==> src/rtl/bsg_muxi2_pipe_pkg.sv <==
// Shared definitions for the bsg_muxi2_pipe_stage slice.
// The buffer is a 2-entry FIFO, and its state is its occupancy.
package bsg_muxi2_pipe_pkg;

  localparam int unsigned buf_depth_lp     = 2;
  localparam int unsigned default_width_lp = 5;

  // Occupancy encoding: the numeric value equals the entry count.
  typedef enum logic [1:0] {
    EMPTY = 2'd0,
    ONE   = 2'd1,
    FULL  = 2'd2
  } occ_state_e;

  // Data word at the default width. Modules carry their own width_p,
  // and they size their words as logic [width_p-1:0].
  typedef logic [default_width_lp-1:0] word_t;

endpackage

==> src/rtl/bsg_muxi2_pipe_if.sv <==
// Operand/result handshake bundle for bsg_muxi2_pipe_stage.
// The master side drives operands and yumi. The slave side is the stage.
interface bsg_muxi2_pipe_if #(
  parameter int unsigned width_p = 5
);

  logic               v_i;
  logic               ready_o;
  logic [width_p-1:0] i0_i;
  logic [width_p-1:0] i1_i;
  logic [width_p-1:0] sel_i;
  logic               v_o;
  logic [width_p-1:0] data_o;
  logic               yumi_i;

  modport master (
    output v_i, i0_i, i1_i, sel_i, yumi_i,
    input  ready_o, v_o, data_o
  );

  modport slave (
    input  v_i, i0_i, i1_i, sel_i, yumi_i,
    output ready_o, v_o, data_o
  );

endinterface

==> src/rtl/bsg_muxi2_pipe_chk.sv <==
// Simulation checker for the stage output handshake.
// It reports a yumi_i that arrives while v_o is low. The buffer
// ignores such a yumi_i, so this checker only reports the event.
module bsg_muxi2_pipe_chk (
  input logic clk_i,
  input logic reset_n_i,
  input logic v_o,
  input logic yumi_i
);

  // Flag consumer handshake violations once reset is released.
  always @(posedge clk_i) begin
    if (reset_n_i) begin
      assert (!(yumi_i && !v_o))
        else $info("bsg_muxi2_pipe: yumi_i asserted while v_o = 0 (ignored)");
    end
  end

endmodule

==> src/rtl/bsg_muxi2_pipe_skid.sv <==
// This module is a 2-entry buffer with a valid/ready input and a valid/yumi output.
// All outputs are registered. ready_o does not depend on yumi_i, so a FULL
// buffer does not accept a push in the same cycle that it is popped.
module bsg_muxi2_pipe_skid
  import bsg_muxi2_pipe_pkg::*;
#(
  parameter int unsigned width_p = 5
) (
  input  logic               clk_i,
  input  logic               reset_n_i,
  input  logic               v_i,
  output logic               ready_o,
  input  logic [width_p-1:0] data_i,
  output logic               v_o,
  output logic [width_p-1:0] data_o,
  input  logic               yumi_i
);

  occ_state_e         state_r, state_s;
  logic [width_p-1:0] head_r, head_s;
  logic [width_p-1:0] tail_r, tail_s;
  logic               v_r, ready_r;
  logic               push_s, pop_s;

  // A yumi_i that arrives while the buffer holds nothing is dropped here.
  assign push_s = v_i & ready_r;
  assign pop_s  = yumi_i & v_r;

  // Next-state computation for the occupancy and the two entries.
  always_comb begin
    state_s = state_r;
    head_s  = head_r;
    tail_s  = tail_r;
    case (state_r)
      EMPTY: begin
        if (push_s) begin
          head_s  = data_i;
          state_s = ONE;
        end else begin
          state_s = EMPTY;
        end
      end
      ONE: begin
        if (push_s && pop_s) begin
          head_s  = data_i;
          state_s = ONE;
        end else if (push_s) begin
          tail_s  = data_i;
          state_s = FULL;
        end else if (pop_s) begin
          head_s  = {width_p{1'b0}};
          state_s = EMPTY;
        end else begin
          state_s = ONE;
        end
      end
      FULL: begin
        if (pop_s) begin
          head_s  = tail_r;
          tail_s  = {width_p{1'b0}};
          state_s = ONE;
        end else begin
          state_s = FULL;
        end
      end
      default: begin
        head_s  = {width_p{1'b0}};
        tail_s  = {width_p{1'b0}};
        state_s = EMPTY;
      end
    endcase
  end

  // State register. The handshake flags are registered from the next occupancy.
  always_ff @(posedge clk_i or negedge reset_n_i) begin
    if (!reset_n_i) begin
      state_r <= EMPTY;
      head_r  <= {width_p{1'b0}};
      tail_r  <= {width_p{1'b0}};
      v_r     <= 1'b0;
      ready_r <= 1'b1;
    end else begin
      state_r <= state_s;
      head_r  <= head_s;
      tail_r  <= tail_s;
      v_r     <= (state_s != EMPTY);
      ready_r <= (state_s != FULL);
    end
  end

  assign ready_o = ready_r;
  assign v_o     = v_r;
  assign data_o  = head_r;

endmodule

==> src/rtl/bsg_muxi2_pipe_stage.sv <==
// Registered, flow-controlled inverting 2:1 bitwise mux stage.
// The stage computes data[k] = ~(sel[k] ? i1[k] : i0[k]) on input transfer
// and buffers the result in a 2-entry skid buffer.
// Define BSG_MUXI2_PIPE_POLARITY_RESTORE_EN to store the true mux output
// without the inversion. Timing and handshake are the same in both builds.
module bsg_muxi2_pipe_stage
  import bsg_muxi2_pipe_pkg::*;
#(
  parameter int unsigned width_p  = 5,
  parameter int unsigned harden_p = 1
) (
  input logic                   clk_i,
  input logic                   reset_n_i,
  bsg_muxi2_pipe_if.slave       bus
);

  logic [width_p-1:0] mux_s;
  logic [width_p-1:0] result_s;

  // The mux is AND-OR per bit, so an X on an unselected input is masked
  // to 0 by the select term. Both branches below are functionally equal.
  // The hardened branch gives synthesis a stable name to constrain.
  if (harden_p != 0) begin : g_hard
    assign mux_s = (bus.sel_i & bus.i1_i) | (~bus.sel_i & bus.i0_i);
  end else begin : g_soft
    assign mux_s = (bus.sel_i & bus.i1_i) | (~bus.sel_i & bus.i0_i);
  end

`ifdef BSG_MUXI2_PIPE_POLARITY_RESTORE_EN
  assign result_s = mux_s;
`else
  assign result_s = ~mux_s;
`endif

  bsg_muxi2_pipe_skid #(
    .width_p (width_p)
  ) u_skid (
    .clk_i     (clk_i),
    .reset_n_i (reset_n_i),
    .v_i       (bus.v_i),
    .ready_o   (bus.ready_o),
    .data_i    (result_s),
    .v_o       (bus.v_o),
    .data_o    (bus.data_o),
    .yumi_i    (bus.yumi_i)
  );

  bsg_muxi2_pipe_chk u_chk (
    .clk_i     (clk_i),
    .reset_n_i (reset_n_i),
    .v_o       (bus.v_o),
    .yumi_i    (bus.yumi_i)
  );

endmodule

==> src/flat_wrapper.sv <==
// flat-port wrapper written by rule: the top's interface ports become plain ports
module bsg_muxi2_pipe_stage_flat import bsg_muxi2_pipe_pkg::*;
#(
  parameter int unsigned width_p  = 5,
  parameter int unsigned harden_p = 1
)
  (clk_i, reset_n_i, bus_v_i, bus_i0_i, bus_i1_i, bus_sel_i, bus_yumi_i, bus_ready_o, bus_v_o, bus_data_o);
  bsg_muxi2_pipe_if #(.width_p(width_p)) bus_i ();
  input logic clk_i;
  input logic reset_n_i;
  input wire logic [$bits(bus_i.v_i)-1:0] bus_v_i;
  input wire logic [$bits(bus_i.i0_i)-1:0] bus_i0_i;
  input wire logic [$bits(bus_i.i1_i)-1:0] bus_i1_i;
  input wire logic [$bits(bus_i.sel_i)-1:0] bus_sel_i;
  input wire logic [$bits(bus_i.yumi_i)-1:0] bus_yumi_i;
  output wire logic [$bits(bus_i.ready_o)-1:0] bus_ready_o;
  output wire logic [$bits(bus_i.v_o)-1:0] bus_v_o;
  output wire logic [$bits(bus_i.data_o)-1:0] bus_data_o;
  assign bus_i.v_i = bus_v_i;
  assign bus_i.i0_i = bus_i0_i;
  assign bus_i.i1_i = bus_i1_i;
  assign bus_i.sel_i = bus_sel_i;
  assign bus_i.yumi_i = bus_yumi_i;
  assign bus_ready_o = bus_i.ready_o;
  assign bus_v_o = bus_i.v_o;
  assign bus_data_o = bus_i.data_o;
  bsg_muxi2_pipe_stage #(.width_p(width_p), .harden_p(harden_p)) u_core (.clk_i(clk_i), .reset_n_i(reset_n_i), .bus(bus_i));
endmodule
==> config.mk <==
export PLATFORM = sky130hd
export DESIGN_NAME = bsg_muxi2_pipe_stage_flat
export DESIGN_NICKNAME = d
export VERILOG_FILES = /design/src/rtl/bsg_muxi2_pipe_pkg.sv /design/src/rtl/bsg_muxi2_pipe_if.sv /design/src/rtl/bsg_muxi2_pipe_chk.sv /design/src/rtl/bsg_muxi2_pipe_skid.sv /design/src/rtl/bsg_muxi2_pipe_stage.sv /design/src/flat_wrapper.sv
export SDC_FILE = /design/constraint.sdc
export NUM_CORES = 1
export LEC_CHECK = 0
export ABC_AREA = 1
export ABC_CLOCK_PERIOD_IN_PS = 2200
export BUFFER_PORTS_ARGS = -buffer_cell sky130_fd_sc_hd__buf_2
export CORE_MARGIN = 3
export CORE_UTILIZATION = 40
export DETAILED_ROUTE_END_ITERATION = 7
export HOLD_SLACK_MARGIN = 0.03
export PLACE_DENSITY = 0.69
export SYNTH_ARGS = -nofsm -noshare
export SYNTH_HDL_FRONTEND = slang
export SYNTH_HIERARCHICAL = 1
export SYNTH_SLANG_ARGS = --single-unit
==> constraint.sdc <==
create_clock -name clk_i -period 2.2 [get_ports clk_i]
set_input_delay 0.11 -clock clk_i [delete_from_list [all_inputs] [get_ports clk_i]]
set_output_delay 0.11 -clock clk_i [all_outputs]
set_load 0.03 [all_outputs]
# Yosys cells after proc, flatten, opt, wreduce, memory -nomap -nowiden
# Cells that the tools add are included.
# W data, S select, Z words.
[op_classes]
reduce_logical = 5
n_mux = 14
n_eq_ne = 9
n_bitwise = 8
[ops]
columns = ["operator", "n"]
rows = [
  ["$mux W5", 6],
  ["$pmux W5 S3", 2],
  ["$and A5 B5 Y5", 2],
  ["$ne A2 B2 Y1 const B", 5],
  ["$not A5 Y5", 2],
  ["$reduce_and A4 Y1", 2],
  ["$mux W2", 3],
  ["$ne A3 B3 Y1 const B", 2],
  ["$pmux W2 S3", 1],
  ["$or A5 B5 Y5", 1],
  ["$and A1 B1 Y1", 2],
  ["$eq A2 B1 Y1 const B", 1],
  ["$eq A2 B2 Y1 const B", 1],
  ["$logic_not A2 Y1", 1],
  ["$mux W1", 2],
  ["$reduce_bool A2 Y1", 1],
  ["$logic_and A1 B1 Y1", 1],
  ["$not A1 Y1", 1],
]
[totals]
regBits = 14
input_bits = 19
elab_cells = 41

# Depth between registers and ports, before layout
[depth]
word_depth = 7
depth_mapped = 9

# Hierarchy
# The synthesis kept the hierarchy.
[by_module_without_submodules]
columns = ["module", "n_inst", "cells_per_inst", "area_per_inst_um2", "seq_area_each_um2"]
rows = [
  ["bsg_muxi2_pipe_skid", 1, 92, 729.4, 351.6],
  ["bsg_muxi2_pipe_stage", 1, 30, 112.6, 0.0],
]

# Least setup slack after synthesis
# No wires, ideal clock.
[synth_timing]
path_type = "register -> register"
startpoint = "register u_core.u_skid.ready_r, in the netlist u_core/u_skid/ready_o"
endpoint = "register u_core.u_skid.tail_r[0]"
period_less_slack_ns = 1.501
path_slack_ns = 0.699
setup_ns = 0.065
t_required_ns = 2.135
n_path_buf = 0
arrival_time_ns = 1.436
stages_incl_launch_ff = 10
path_cell_list = "dfstp_2 nand2_1 inv_1 ha_1 inv_1 nand2_1 nand2_2 nand3_2 nand2_1 nand2_1"
[synth_between]
elab_chain_cells = 4
[synth_rtl]
columns = ["element", "line", "text"]
rows = [
  ["start: declaration", "bsg_muxi2_pipe_skid.sv:22", "logic v_r, ready_r;"],
  ["start signal: assignment", "bsg_muxi2_pipe_skid.sv:87", "ready_r <= (state_s != FULL);"],
  ["$and A1 B1 Y1 *", "bsg_muxi2_pipe_skid.sv:26", "assign push_s = v_i & ready_r;"],
  ["$logic_and A1 B1 Y1", "bsg_muxi2_pipe_skid.sv:44", "if (push_s && pop_s) begin"],
  ["$ne A2 B2 Y1 (no line)", "-", ""],
  ["$reduce_and A4 Y1 (no line) *", "-", ""],
  ["end signal: assignment", "bsg_muxi2_pipe_skid.sv:79", "tail_r <= {width_p{1'b0}};"],
  ["end signal: assignment", "bsg_muxi2_pipe_skid.sv:85", "tail_r <= tail_s;"],
  ["end: declaration", "bsg_muxi2_pipe_skid.sv:21", "logic [width_p-1:0] tail_r, tail_s;"],
]
# Every way passes the cells marked *; elsewhere a longest branch is shown, timed or not.
# A chain may end at the register's enable or synchronous reset.

# Final worst setup path
[layout_timing]
startpoint = "register u_core.u_skid.ready_r, in the netlist u_core/u_skid/ready_o"
endpoint = "register u_core.u_skid.tail_r[2]"
# The elaborated chain is that of the path after synthesis.

==> impl_metrics.prom <==
# TYPE chip_impl_metric gauge
chip_impl_metric{name="area_delta_synth_final",unit="%"} 20.2
chip_impl_info{name="endpoint_kind",value="register"} 1
chip_impl_metric{name="detailed_place_hpwl",unit="mm"} 1.38
chip_impl_metric{name="ir_drop",unit="mV"} 0.570
chip_impl_metric{name="io-pin-count",unit=""} 26
chip_impl_metric{name="antenna_cells_inserted",unit=""} 0
chip_impl_info{name="synthTopCellsByArea",value="sky130_fd_sc_hd__dfrtp_1 39%, sky130_fd_sc_hd__nand2_1 25%, sky130_fd_sc_hd__inv_1 8.9%"} 1
chip_impl_metric{name="vias_per_cell",unit=""} 4.64
chip_impl_info{name="crit_top_cell",value="sky130_fd_sc_hd__nand2_1"} 1
chip_impl_metric{name="fp.coreArea",unit="mm^2"} 0.00186
chip_impl_metric{name="antenna_violations_before_repair",unit=""} 0
chip_impl_metric{name="critPathRequiredTime",unit="ps"} 2410
chip_impl_info{name="regToRegEndpoint",value="u_core/u_skid/tail_r[2]$_DFFE_PN0P_"} 1
chip_impl_metric{name="worst-r2r-setup-slack",unit="ps"} 680
chip_impl_metric{name="post-route-drc-count",unit=""} 0
chip_impl_metric{name="drv.max_cap_violation_count",unit=""} 0
chip_impl_metric{name="ratio_of_cells_with_drive_above_1_in_the_final_layout",unit="%"} 24.0
chip_impl_metric{name="fp-row-count",unit=""} 15
chip_impl_info{name="grt_setup_unrepaired",value="no"} 1
chip_impl_metric{name="power.static_leakage",unit="nW"} 0.647
chip_impl_info{name="outcome",value="complete, no violations"} 1
chip_impl_metric{name="cts.sink_count",unit=""} 14
chip_impl_metric{name="detail_route.wirelength",unit="mm"} 1.70
chip_impl_info{name="synth_top_area_cell",value="sky130_fd_sc_hd__dfrtp_1"} 1
chip_impl_metric{name="worst-r2r-cell-count",unit=""} 9
chip_impl_metric{name="drtAntennaViolNets",unit=""} 0
chip_impl_metric{name="globalRoute.totalOverflow",unit=""} 0
chip_impl_metric{name="first_global_vias",unit=""} 746
chip_impl_metric{name="cts.reportedPaths.clkPinSlew",unit="ps"} 80
chip_impl_metric{name="routed_wire_length_per_instance",unit="um"} 9.69
chip_impl_metric{name="drv_slew",unit=""} 0
chip_impl_metric{name="synthDistinctLibCells",unit=""} 17
chip_impl_metric{name="chipHeight",unit="um"} 51.9
chip_impl_metric{name="cts_htree_levels",unit=""} 1
chip_impl_metric{name="worst_hold_slack",unit="ps"} 199
chip_impl_metric{name="syn_area",unit="um^2"} 842
chip_impl_metric{name="power.density_cell_area",unit="mW/mm^2"} 1210
chip_impl_metric{name="initial_core_util",unit="%"} 45.3
chip_impl_metric{name="groute.usage.overall",unit="%"} 14.9
chip_impl_info{name="tritoncts",value="built"} 1
chip_impl_metric{name="critPathMaxStageDelay",unit="ps"} 530
chip_impl_metric{name="period_share",unit="%"} 69.0
chip_impl_info{name="criticalPathCategory",value="reg2reg"} 1
chip_impl_info{name="worst_setup_path_start_kind",value="register"} 1
chip_impl_metric{name="chipWidth",unit="um"} 51.9
chip_impl_metric{name="post-layout-total-power",unit="W"} 0.00123
chip_impl_metric{name="worst-slew-pin-transition",unit="ps"} 314
chip_impl_metric{name="routed_via_count",unit=""} 812
chip_impl_metric{name="cts_resized",unit=""} 0
chip_impl_info{name="cts-root-buf",value="sky130_fd_sc_hd__clkbuf_4"} 1
chip_impl_metric{name="synthDominantCellAreaShare",unit="%"} 38.6
chip_impl_info{name="worst_reg2reg_startpoint",value="u_core/u_skid/ready_o$_DFF_PN1_"} 1
chip_impl_info{name="hold_path.startpoint",value="bus_yumi_i"} 1
chip_impl_info{name="crit_path_top_delay_cell",value="sky130_fd_sc_hd__dfstp_2"} 1
chip_impl_metric{name="worstSkewPairLatency",unit="ps"} 270
chip_impl_metric{name="finalHoldViolations",unit=""} 0
chip_impl_metric{name="utilization",unit="%"} 54.5
chip_impl_metric{name="fmax",unit="GHz"} 0.659
chip_impl_metric{name="yosys_register_bits",unit=""} 14
chip_impl_metric{name="tritoncts.num_buffers",unit=""} 3
chip_impl_metric{name="first_iter_violations",unit=""} 19
chip_impl_metric{name="synth-seq-area-share",unit="%"} 41.8
chip_impl_metric{name="grt_start_max_net_pins",unit=""} 15
chip_impl_metric{name="placedInstanceArea",unit="um^2"} 976
chip_impl_metric{name="timing.setup.tns",unit="ps"} 0
chip_impl_metric{name="detail_route.first_pass.iterations",unit=""} 4
chip_impl_metric{name="final_period_minus_worst_setup_slack",unit="ps"} 1520
chip_impl_info{name="worst_hold_path_type",value="in2reg"} 1
chip_impl_metric{name="grt_first_pass_wirelength",unit="mm"} 3.05
chip_impl_metric{name="post_synth_inst_count",unit=""} 122
chip_impl_metric{name="synthesis.nets",unit=""} 142
chip_impl_metric{name="place.gp.congestion",unit=""} 0.889
chip_impl_metric{name="die-area",unit="mm^2"} 0.00269
chip_impl_metric{name="num-nets-final",unit=""} 171
chip_impl_metric{name="hold_path_depth",unit=""} 4
chip_impl_metric{name="synth.yosys.warnings",unit=""} 6
chip_impl_metric{name="synth.avg_cell_area",unit="um^2"} 6.90
chip_impl_info{name="crit_chain",value="nand2_1 -> inv_1 -> ha_1 -> inv_1 -> nand2_1 -> nand2_2 -> nand3_2 -> nand2_1 -> nand2_1"} 1
chip_impl_info{name="worstHoldEndpoint",value="u_core/u_skid/state_r[1]$_DFF_PN0_"} 1
chip_impl_metric{name="worst_slew_margin_rel",unit="%"} 79.0
chip_impl_metric{name="final.setup_skew",unit="ps"} 1.96
chip_impl_metric{name="critical_path_fanout_max",unit=""} 6
chip_impl_metric{name="io_buffer_count",unit=""} 25
chip_impl_metric{name="crit_arrival",unit="ps"} 1730
chip_impl_metric{name="setup_viol",unit=""} 0
chip_impl_metric{name="cts_buffer_depth",unit=""} 2
chip_impl_metric{name="stdcell_area",unit="mm^2"} 0.00101
-- layout by cell type, fill, tap and decap left out --
cell / count
sky130_fd_sc_hd__buf_2: 25
sky130_fd_sc_hd__clkbuf_1: 1
sky130_fd_sc_hd__clkbuf_4: 3
sky130_fd_sc_hd__dfrtp_1: 13
sky130_fd_sc_hd__dfstp_2: 1
sky130_fd_sc_hd__dlygate4sd3_1: 1
sky130_fd_sc_hd__ha_1: 1
sky130_fd_sc_hd__inv_1: 20
sky130_fd_sc_hd__inv_2: 1
sky130_fd_sc_hd__nand2_1: 56
sky130_fd_sc_hd__nand2_2: 2
sky130_fd_sc_hd__nand3_1: 11
sky130_fd_sc_hd__nand3_2: 1
sky130_fd_sc_hd__nand3b_1: 1
sky130_fd_sc_hd__nand4_1: 5
sky130_fd_sc_hd__nor2_1: 3
sky130_fd_sc_hd__nor2_2: 1
sky130_fd_sc_hd__nor2_4: 2
sky130_fd_sc_hd__nor3_1: 1
sky130_fd_sc_hd__o21ai_0: 1
-- repair_timing --
action                                 in CTS  in global routing
endpoints found under the hold margin      14                  0
setup buffers                               0                  0
hold buffers                                1                  0
-- worst max-delay path by stage --
stage	slack, ps	start	end	depth (start not counted)
after global routing	500	u_core/u_skid/ready_o$_DFF_PN1_	u_core/u_skid/tail_r[2]$_DFFE_PN0P_	9
after detailed placement	710	u_core/u_skid/ready_o$_DFF_PN1_	u_core/u_skid/tail_r[2]$_DFFE_PN0P_	9
after floorplan	700	u_core/u_skid/ready_o$_DFF_PN1_	u_core/u_skid/tail_r[0]$_DFFE_PN0P_	9
after global placement	760	u_core/u_skid/ready_o$_DFF_PN1_	u_core/u_skid/tail_r[0]$_DFFE_PN0P_	9
after CTS	680	u_core/u_skid/ready_o$_DFF_PN1_	u_core/u_skid/tail_r[2]$_DFFE_PN0P_	9
final	680	u_core/u_skid/ready_o$_DFF_PN1_	u_core/u_skid/tail_r[2]$_DFFE_PN0P_	9
-- per-stage QoR --
| stage | setup WS (ps) | cells |
|---|---|---|
| after floorplan | 699 | 122 |
| after global placement | 762 | 170 |
| after detailed placement | 711 | 170 |
| after CTS | 684 | 175 |
| after global routing | 495 | 175 |
| final | 682 | 175 |
-- registers in the layout, indices dropped and copies added (netlist names) --
name                   cells
u_core/u_skid/data_o       5
u_core/u_skid/ready_o      1
u_core/u_skid/tail_r       5
u_core/u_skid/state_r      2
u_core/u_skid/v_o          1
-- logic make-up (layout without fill, tap and decap cells) --
group,after synthesis,count (layout),synth area share (%)
buffers and inverters,23,51,12.0
and+or+nand+nor,83,83,44.1
DFF,14,14,41.8
AOI/OAI and AO/OA,1,1,0.594
adders and majority gates,1,1,1.49
-- metal layers --
| metal | up-vias | routed length (um) | global-route usage [%] |
|---|---|---|---|
| met5 | - | 0 | 0 |
| met4 | 0 | 8 | 1.31 |
| met3 | 2 | 120 | 5.16 |
| met2 | 20 | 885 | 26.2 |
| met1 | 363 | 681 | 18.2 |
| li1 | 427 | - | - |
-- Yosys cell counts --
cell,number
sky130_fd_sc_hd__nand3_1,11
sky130_fd_sc_hd__nand3_2,1
sky130_fd_sc_hd__nor3_1,1
sky130_fd_sc_hd__nor2_1,3
sky130_fd_sc_hd__nand2_1,56
sky130_fd_sc_hd__nand2_2,2
sky130_fd_sc_hd__nor2_4,2
sky130_fd_sc_hd__nand3b_1,1
sky130_fd_sc_hd__dfrtp_1,13
sky130_fd_sc_hd__inv_2,1
sky130_fd_sc_hd__buf_6,2
sky130_fd_sc_hd__nor2_2,1
sky130_fd_sc_hd__nand4_1,5
sky130_fd_sc_hd__o21ai_0,1
sky130_fd_sc_hd__ha_1,1
sky130_fd_sc_hd__dfstp_2,1
sky130_fd_sc_hd__inv_1,20
-- critical path: cells and delay by family (launching register included) --
family / cells / cell delay, ps
AND/OR/NAND/NOR: 6 / 650
flip-flops: 1 / 530
adder cells (fa/ha/maj): 1 / 140
buffers and inverters: 2 / 130
-- report_power, final --
part,internal (W),total [W],switching (W)
clock network,0.0000702,0.000146,0.0000756
registers,0.000370,0.000444,0.0000742
logic,0.000190,0.000638,0.000448
-- layout make-up --
cell class | instances | area (um^2)
sequential | 14 | 352
inverter | 21 | 78.8
timing repair buffer | 26 | 135
multi-input combinational | 85 | 389
clock buffer | 4 | 26.3
fill | 198 | 846
tap | 25 | 31.3
(Power assumes the default switching activity.)
